File: src/rtl/mul32_seq.sv
// Multi-cycle RV32M multiply: four 16x16 partial products through one external DSP, then sign fix-up.
// Latency: MUL done at cycle 3(1+PP_LAT)+1, MULH/MULHSU/MULHU at 4(1+PP_LAT)+2 after the accepting cycle.
// Backpressure: start is taken only in IDLE; requests while busy (including the done cycle) are dropped.
module mul32_seq #(
  parameter int PP_LAT = 0
) (
  input  logic        clk,
  input  logic        rst_n,
  input  logic        start,
  input  logic [1:0]  op,
  input  logic [31:0] rs1,
  input  logic [31:0] rs2,
  output logic        busy,
  output logic        done,
  output logic [31:0] result,
  output logic [15:0] dsp_a,
  output logic [15:0] dsp_b,
  input  logic [31:0] dsp_p
);

  localparam int CW = (PP_LAT > 0) ? $clog2(PP_LAT + 1) : 1;
  localparam logic [1:0] OP_MUL    = 2'b00;
  localparam logic [1:0] OP_MULH   = 2'b01;
  localparam logic [1:0] OP_MULHSU = 2'b10;

  typedef enum logic [2:0] {
    S_IDLE, S_P0, S_P1, S_P2, S_P3, S_FIX, S_DONE
  } state_t;

  state_t        state, state_nxt;
  logic [31:0]   a_q, b_q;
  logic [1:0]    op_q;
  logic [63:0]   acc, acc_nxt;
  logic [CW-1:0] wcnt, wcnt_nxt;
  logic          last;
  logic          in_pp;
  logic [31:0]   corr;

  assign last  = (wcnt == CW'(PP_LAT));
  assign in_pp = (state == S_P0) || (state == S_P1) || (state == S_P2) || (state == S_P3);
  assign busy  = (state != S_IDLE);
  assign done  = (state == S_DONE);

  // Signed operands contribute 2^32 * (other operand) too many to the high word.
  always_comb begin
    corr = 32'd0;
    if (a_q[31] && (op_q == OP_MULH || op_q == OP_MULHSU)) corr = corr + b_q;
    if (b_q[31] && (op_q == OP_MULH))                      corr = corr + a_q;
  end

  always_comb begin
    state_nxt = state;
    acc_nxt   = acc;
    dsp_a     = 16'd0;
    dsp_b     = 16'd0;
    wcnt_nxt  = (in_pp && !last) ? wcnt + CW'(1) : CW'(0);
    case (state)
      S_IDLE: begin
        if (start) begin
          state_nxt = S_P0;
          acc_nxt   = 64'd0;
        end
      end
      S_P0: begin
        dsp_a = a_q[15:0];
        dsp_b = b_q[15:0];
        if (last) begin
          acc_nxt   = acc + {32'd0, dsp_p};
          state_nxt = S_P1;
        end
      end
      S_P1: begin
        dsp_a = a_q[15:0];
        dsp_b = b_q[31:16];
        if (last) begin
          acc_nxt   = acc + {16'd0, dsp_p, 16'd0};
          state_nxt = S_P2;
        end
      end
      S_P2: begin
        dsp_a = a_q[31:16];
        dsp_b = b_q[15:0];
        if (last) begin
          acc_nxt   = acc + {16'd0, dsp_p, 16'd0};
          state_nxt = (op_q == OP_MUL) ? S_DONE : S_P3;
        end
      end
      S_P3: begin
        dsp_a = a_q[31:16];
        dsp_b = b_q[31:16];
        if (last) begin
          acc_nxt   = acc + {dsp_p, 32'd0};
          state_nxt = S_FIX;
        end
      end
      S_FIX: begin
        acc_nxt   = {acc[63:32] - corr, acc[31:0]};
        state_nxt = S_DONE;
      end
      S_DONE:  state_nxt = S_IDLE;
      default: state_nxt = S_IDLE;
    endcase
  end

  always_ff @(posedge clk or negedge rst_n) begin
    if (!rst_n) begin
      state  <= S_IDLE;
      acc    <= 64'd0;
      wcnt   <= CW'(0);
      a_q    <= 32'd0;
      b_q    <= 32'd0;
      op_q   <= OP_MUL;
      result <= 32'd0;
    end else begin
      state <= state_nxt;
      acc   <= acc_nxt;
      wcnt  <= wcnt_nxt;
      if (state == S_IDLE && start) begin
        a_q  <= rs1;
        b_q  <= rs2;
        op_q <= op;
      end
      // Result is captured on entry to DONE so it is valid alongside the done pulse.
      if (state != S_DONE && state_nxt == S_DONE)
        result <= (op_q == OP_MUL) ? acc_nxt[31:0] : acc_nxt[63:32];
    end
  end

endmodule

File: config.mk
export PLATFORM = sky130hd
export DESIGN_NAME = mul32_seq
export DESIGN_NICKNAME = d
export VERILOG_FILES = /design/src/rtl/mul32_seq.sv
export SDC_FILE = /design/constraint.sdc
export NUM_CORES = 1
export LEC_CHECK = 0
export CORE_MARGIN = 2
export CORE_UTILIZATION = 55
export DETAILED_ROUTE_END_ITERATION = 10
export PLACE_DENSITY = 0.78
export SLEW_MARGIN = 30
export SYNTH_ARGS = -nofsm -noshare
export SYNTH_HDL_FRONTEND = slang
export SYNTH_SLANG_ARGS = --single-unit
File: constraint.sdc
create_clock -name clk -period 5.5 [get_ports clk]
set_input_delay 0.825 -clock clk [delete_from_list [all_inputs] [get_ports clk]]
set_output_delay 0.825 -clock clk [all_outputs]
set_load 0.01 [all_outputs]
-- Word-level counts from Yosys, hierarchy flattened
Index checks and enable logic that the tools add are counted.
- ROM bits: 0
- memories: 0
- memory bits (writable): 0
- bits in latches: 0
- word-level logic and storage cells: 58
- register bits after elaboration: 166
- eq/ne operators: 10
- shift-type cells: 0
- reduce and logical (&&, ||, !) cells: 17
- order comparisons: 0
- mux-type cells: 18
- $add $sub $neg: 6
- bitwise operators: 0
- divide/modulo/power cells: 0
- multiply operators: 0
- operators with widths (kind ; number):
    one-hot mux 64 bit (5 select lines) ; 1
    two-way mux 64 bit ; 4
    two-way mux 32 bit ; 3
    adder 64 x 32 -> 64 bit ; 1
    adder 64 x 48 -> 64 bit ; 1
    adder 64 bit ; 1
    one-hot mux 16 bit (2 select lines) ; 2
    adder 32 bit ; 1
    subtractor 32 bit ; 1
    one-hot mux 3 bit (6 select lines) ; 1
    two-way mux 3 bit ; 5
    == test 3 bit (second input constant) ; 4
    OR reduction 2 bit ; 5
    == test 3 x 2 -> 1 bit (second input constant) ; 2
    logical AND 1 bit ; 5
    logical OR 1 bit ; 4
    == test 3 x 1 -> 1 bit (second input constant) ; 1
    zero test 3 bit ; 1
    inequality test 3 bit (second input constant) ; 1
    nonzero test 3 bit ; 1
    == test 2 x 1 -> 1 bit (second input constant) ; 1
    == test 2 bit (second input constant) ; 1
    zero test 2 bit ; 1
    two-way mux 2 bit ; 1
    2 further kinds ; 2

-- Depth between registers and ports, before layout
- depth after elaboration: 9
- depth in mapped cells: 30
- mapped depth without buffers: 27

-- Worst setup path after synthesis
Ideal clock, no wire load.
- path kind: register to register
- start point: register op_q[0]
- end point: register result[28]
- data arrival time: 5574 ps
- cell stages (with the launch flop): 31
- required time: 5374 ps
- slack: -200 ps
- cells stage by stage: dfrtp_1 > inv_1 > ha_1 > clkbuf_1 > clkbuf_1 > and3_1 > ha_1 > inv_1 > fa_1 > nor2b_1 > a211oi_1 > a21oi_1 > nand3_1 > a21oi_1 > a41oi_1 > o21bai_1 > a21oi_1 > xnor2_1 > mux2i_1 > ha_1 > clkbuf_1 > nand2_1 > o21ai_0 > nor2_1 > nand4_1 > a221oi_1 > o21bai_1 > xor2_1 > a221oi_1 > o221ai_1 > a221o_1
- word-level cells in the longest chain between the ends: 9
- RTL lines (what ; line ; RTL):
    start: declaration ; 32 ; logic [1:0] op_q;
    start signal: assignment ; 121 ; op_q <= op;
    == test 2 x 1 -> 1 bit or == test 2 bit (tied branches) ; 47, 48 ;
    logical OR 1 bit ; 47 ; if (a_q[31] && (op_q == OP_MULH || op_q == OP_MULHSU)) corr = corr + b_q;
    logical AND 1 bit ; 47 ;
    two-way mux 32 bit ; 47 ;
    adder 32 bit ; 48 ; if (b_q[31] && (op_q == OP_MULH)) corr = corr + a_q;
    two-way mux 32 bit (*) ; 48 ;
    subtractor 32 bit (*) ; 97 ; acc_nxt = {acc[63:32] - corr, acc[31:0]};
    one-hot mux 64 bit (5 select lines) (*) ; 57 ; case (state)
    via acc_nxt[60] ; 33 ; logic [63:0] acc, acc_nxt;
    two-way mux 32 bit (*) ; 125 ; result <= (op_q == OP_MUL) ? acc_nxt[31:0] : acc_nxt[63:32];
    end signal: assignment ; 125 ;
    end: declaration ; 15 ; output logic [31:0] result,
Mark *: on every way through the listed nets, which the timed path passes. The rest lies on a longest branch.
A chain may end at the register's enable or synchronous reset.

-- Final worst setup path
Ends and elaborated chain as after synthesis.

==> run_results.csv <==
group,metric,value,unit
grt,grt_pass1_wl,130.1,mm
yosys,synthesis.nets,2722,
die,die_h,190.3,µm
detailed_routing,first_iter_violations,2977,
setup_path,crit_path_start_kind,"flip-flop",
grt,grt_antenna_before_repair,3,
place,dp.cells,3119,
place,place.port_buffers,166,
detailed_routing,dr.pass1.iters,8,
sta,whs,0.3908,ns
grt,grt_use_total,48.06,%
pwr,p_per_area,806.6,nW/µm²
finish,final_nets,2953,
sta,relSlewSlack,25.35,%
clocking,path_clk_slew,0.08,ns
yosys,synthesis.area,19090,µm²
setup_path,critPathKind,"reg -> reg",
pwr,irDropWorstVdd,0.0005512,V
finish,final_cell_mix,"nand2_1 (230), a21oi_1 (229), buf_4 (193), nor2_1 (184), o21ai_0 (179)",
die,die_area,36210,µm²
yosys,synthCells,2468,
finish,num-fill-cells,2793,
setup_path,rr_worst_depth,25,
yosys,ys_ff_latch,166,
finish,regArea,4155,µm²
place,place_area,22140,µm²
sta,rsz0062_at_grt,"true",
setup_path,cp_data_arrival_time,5.95,ns
clocking,ctsHoldBuffers,0,
flow_run,cap_violations,0,
die,io_pins,167,
finish,design_area,23450,µm²
sta,maxSlewViolCount,0,
finish,area.growth.synth_to_final,22.84,%
setup_path,reg2reg_to,"result[28]$_DFFE_PN0P_",
grt,grt_pass1_vias,21370,
setup_path,cp-end-kind,"flip-flop",
sta,setup_violations,5,
setup_path,cp_max_fo,7,
clocking,clock-sinks,166,
place,gp_congestion,1.061,
pwr,fin_total_pwr,18.91,mW
die,die_w,190.3,µm
place,dpl.hpwl,67.64,mm
grt,grt_max_degree,86,
clocking,cts_tree,"built",
yosys,async_reset_ff_share,100.0,%
sta,worst_pin_slew,1.116,ns
clocking,numCtsBuffers,17,
detailed_routing,drt-total-wl,90.64,mm
finish,fin_cells,3168,
yosys,synth-edff-count,0,
sta,fin_crit_sh,101.6,%
clocking,cts-root-buf,"clkbuf_16",
die,start_util,55.53,%
yosys,yosys_warnings,0,
finish,final_common_cell,"nand2_1",
setup_path,crit-reg2reg-launch,"op_q[0]$_DFFE_PN0P_",
clocking,h-tree-depth,4,
finish,multi_input_area,14720,µm²
sta,clock_skew,0.01168,ns
sta,fin_setup_tns,-0.1711,ns
yosys,avgSynthCellArea,7.733,µm²
detailed_routing,drtAntennaViolNets,0,
grt,overflow,0,
die,row_count,68,
detailed_routing,drc,0,
setup_path,cp.required,5.86,ns
sta,period_needed,5.588,ns
yosys,ys.flop_type,"dfrtp_1",
clocking,clockBufferDepth,2,
sta,hold_viol,0,
pwr,p_leak,10.09,nW
clocking,worstSkewPairLatency,0.48,ns
run_status,violations,"setup timing",
finish,layout-drive-gt1-share,15.63,%
detailed_routing,avgRoutedWirePerCell,28.61,µm
sta,fmax,178.9,MHz
worst_hold_path,hold_class,"in -> async",
detailed_routing,viasPerCell,7.136,
setup_path,r2r_slack,-0.09,ns
run_status,status,"finished, violations left",
die,core_area,34370,µm²
yosys,ys_types,92,
sta,layout_setup_ws,-0.08844,ns
detailed_routing,vias,22610,
yosys,ys_seq_area_share,21.76,%
-- worst max-delay path by stage --
stage	startpoint	endpoint	cells after the start
6_report	op_q[0]$_DFFE_PN0P_	result[28]$_DFFE_PN0P_	25
5_1_grt	op_q[0]$_DFFE_PN0P_	result[27]$_DFFE_PN0P_	27
4_1_cts	op_q[0]$_DFFE_PN0P_	result[17]$_DFFE_PN0P_	27
3_5_place_dp	op_q[0]$_DFFE_PN0P_	result[24]$_DFFE_PN0P_	25
3_3_place_gp	op_q[0]$_DFFE_PN0P_	result[24]$_DFFE_PN0P_	24
2_1_floorplan	op_q[0]$_DFFE_PN0P_	result[28]$_DFFE_PN0P_	27
-- kinds of logic (layout without fill, tap and decap cells) --
group / after synthesis / in the layout / synth area share (%)
xor gates and xnor gates: 150 / 150 / 6.883
AOI/OAI and AO/OA: 929 / 929 / 32.36
adders and majority gates: 158 / 158 / 10.49
and+or+nand+nor: 748 / 748 / 18.53
DFF: 166 / 166 / 21.76
buffers and inverters: 216 / 460 / 4.294
muxes: 100 / 100 / 5.664
other: 1 / 2 / 0.01965
-- per-stage QoR --
stage	setup slack, ns	utilization, %
after floorplan	0.01955	-
after global placement	-0.08060	64.40
after detailed placement	-0.2592	64.40
after CTS	0.001031	66.60
after global routing	-0.2455	68.20
final	-0.08844	68.21
-- Yosys cell counts (all sizes together) (64+ instances only) --
| cell | number | share of area, % |
|---|---|---|
| a21oi | 247 | 6.6 |
| nand2 | 240 | 4.7 |
| o21ai | 199 | 5.2 |
| nor2 | 189 | 3.7 |
| dfrtp | 166 | 22 |
| ha | 148 | 9.7 |
| clkbuf | 137 | 2.7 |
| xor2 | 79 | 3.6 |
| a21o | 78 | 3.1 |
| xnor2 | 71 | 3.3 |
| inv | 64 | 1.3 |
| mux2 | 64 | 3.8 |
-- report_power, final --
part / internal (mW) / switching, mW / total [mW]
logic: 6.14 / 8.56 / 14.7
clock network: 0.647 / 0.656 / 1.30
registers: 1.79 / 1.12 / 2.91
total: 8.57 / 10.3 / 18.9
-- state kept, by name (all words and copies together) (netlist names) --
signal,flops
acc,64
wcnt,1
op_q,2
a_q,32
b_q,32
state,3
result,32
-- layout make-up --
type / count / share of cell area (%)
multi-input combinational: 2086 / 62.79
clock buffer: 18 / 1.831
clock inverter: 14 / 0.6724
sequential: 166 / 17.72
tap: 455 / 2.428
inverter: 65 / 1.041
timing repair buffer: 363 / 13.50
antenna: 1 / 0.01067
-- routing by layer --
metal | part of all wire (%) | vias to the layer above | track usage (%)
met5 | 0 | - | 0
met4 | 10 | 0 | 39.24
met3 | 12 | 531 | 11.61
met2 | 42 | 1729 | 73.89
met1 | 35 | 10600 | 57.10
li1 | - | 9747 | -
-- what timing repair did --
action | CTS | global route
hold endpoints to repair | 0 | 0
pin swaps | 15 | 66
resized for setup | 23 | 105
endpoints found under the setup margin | 21 | 39
setup buffers | 9 | 10
-- critical path: stages (launching register included) --
cell and delay [ns]:
dfrtp_1 0.39, inv_2 0.07, ha_4 0.29, buf_6 0.12, and3_4 0.21, ha_4 0.21, a21o_1 0.21, maj3_1 0.37
a32oi_1 0.28, buf_4 0.18, a21oi_4 0.08, buf_4 0.17, or3_1 0.35, nand3_1 0.09, a31oi_1 0.10, ha_1 0.33
nand2_2 0.10, nor2_1 0.05, nand4_1 0.16, nand4_1 0.21, a221oi_2 0.35, o21bai_1 0.13, xor2_1 0.17, a221oi_2 0.27
o221ai_1 0.18, a221o_1 0.36
Power figures use the tool's default switching activity.
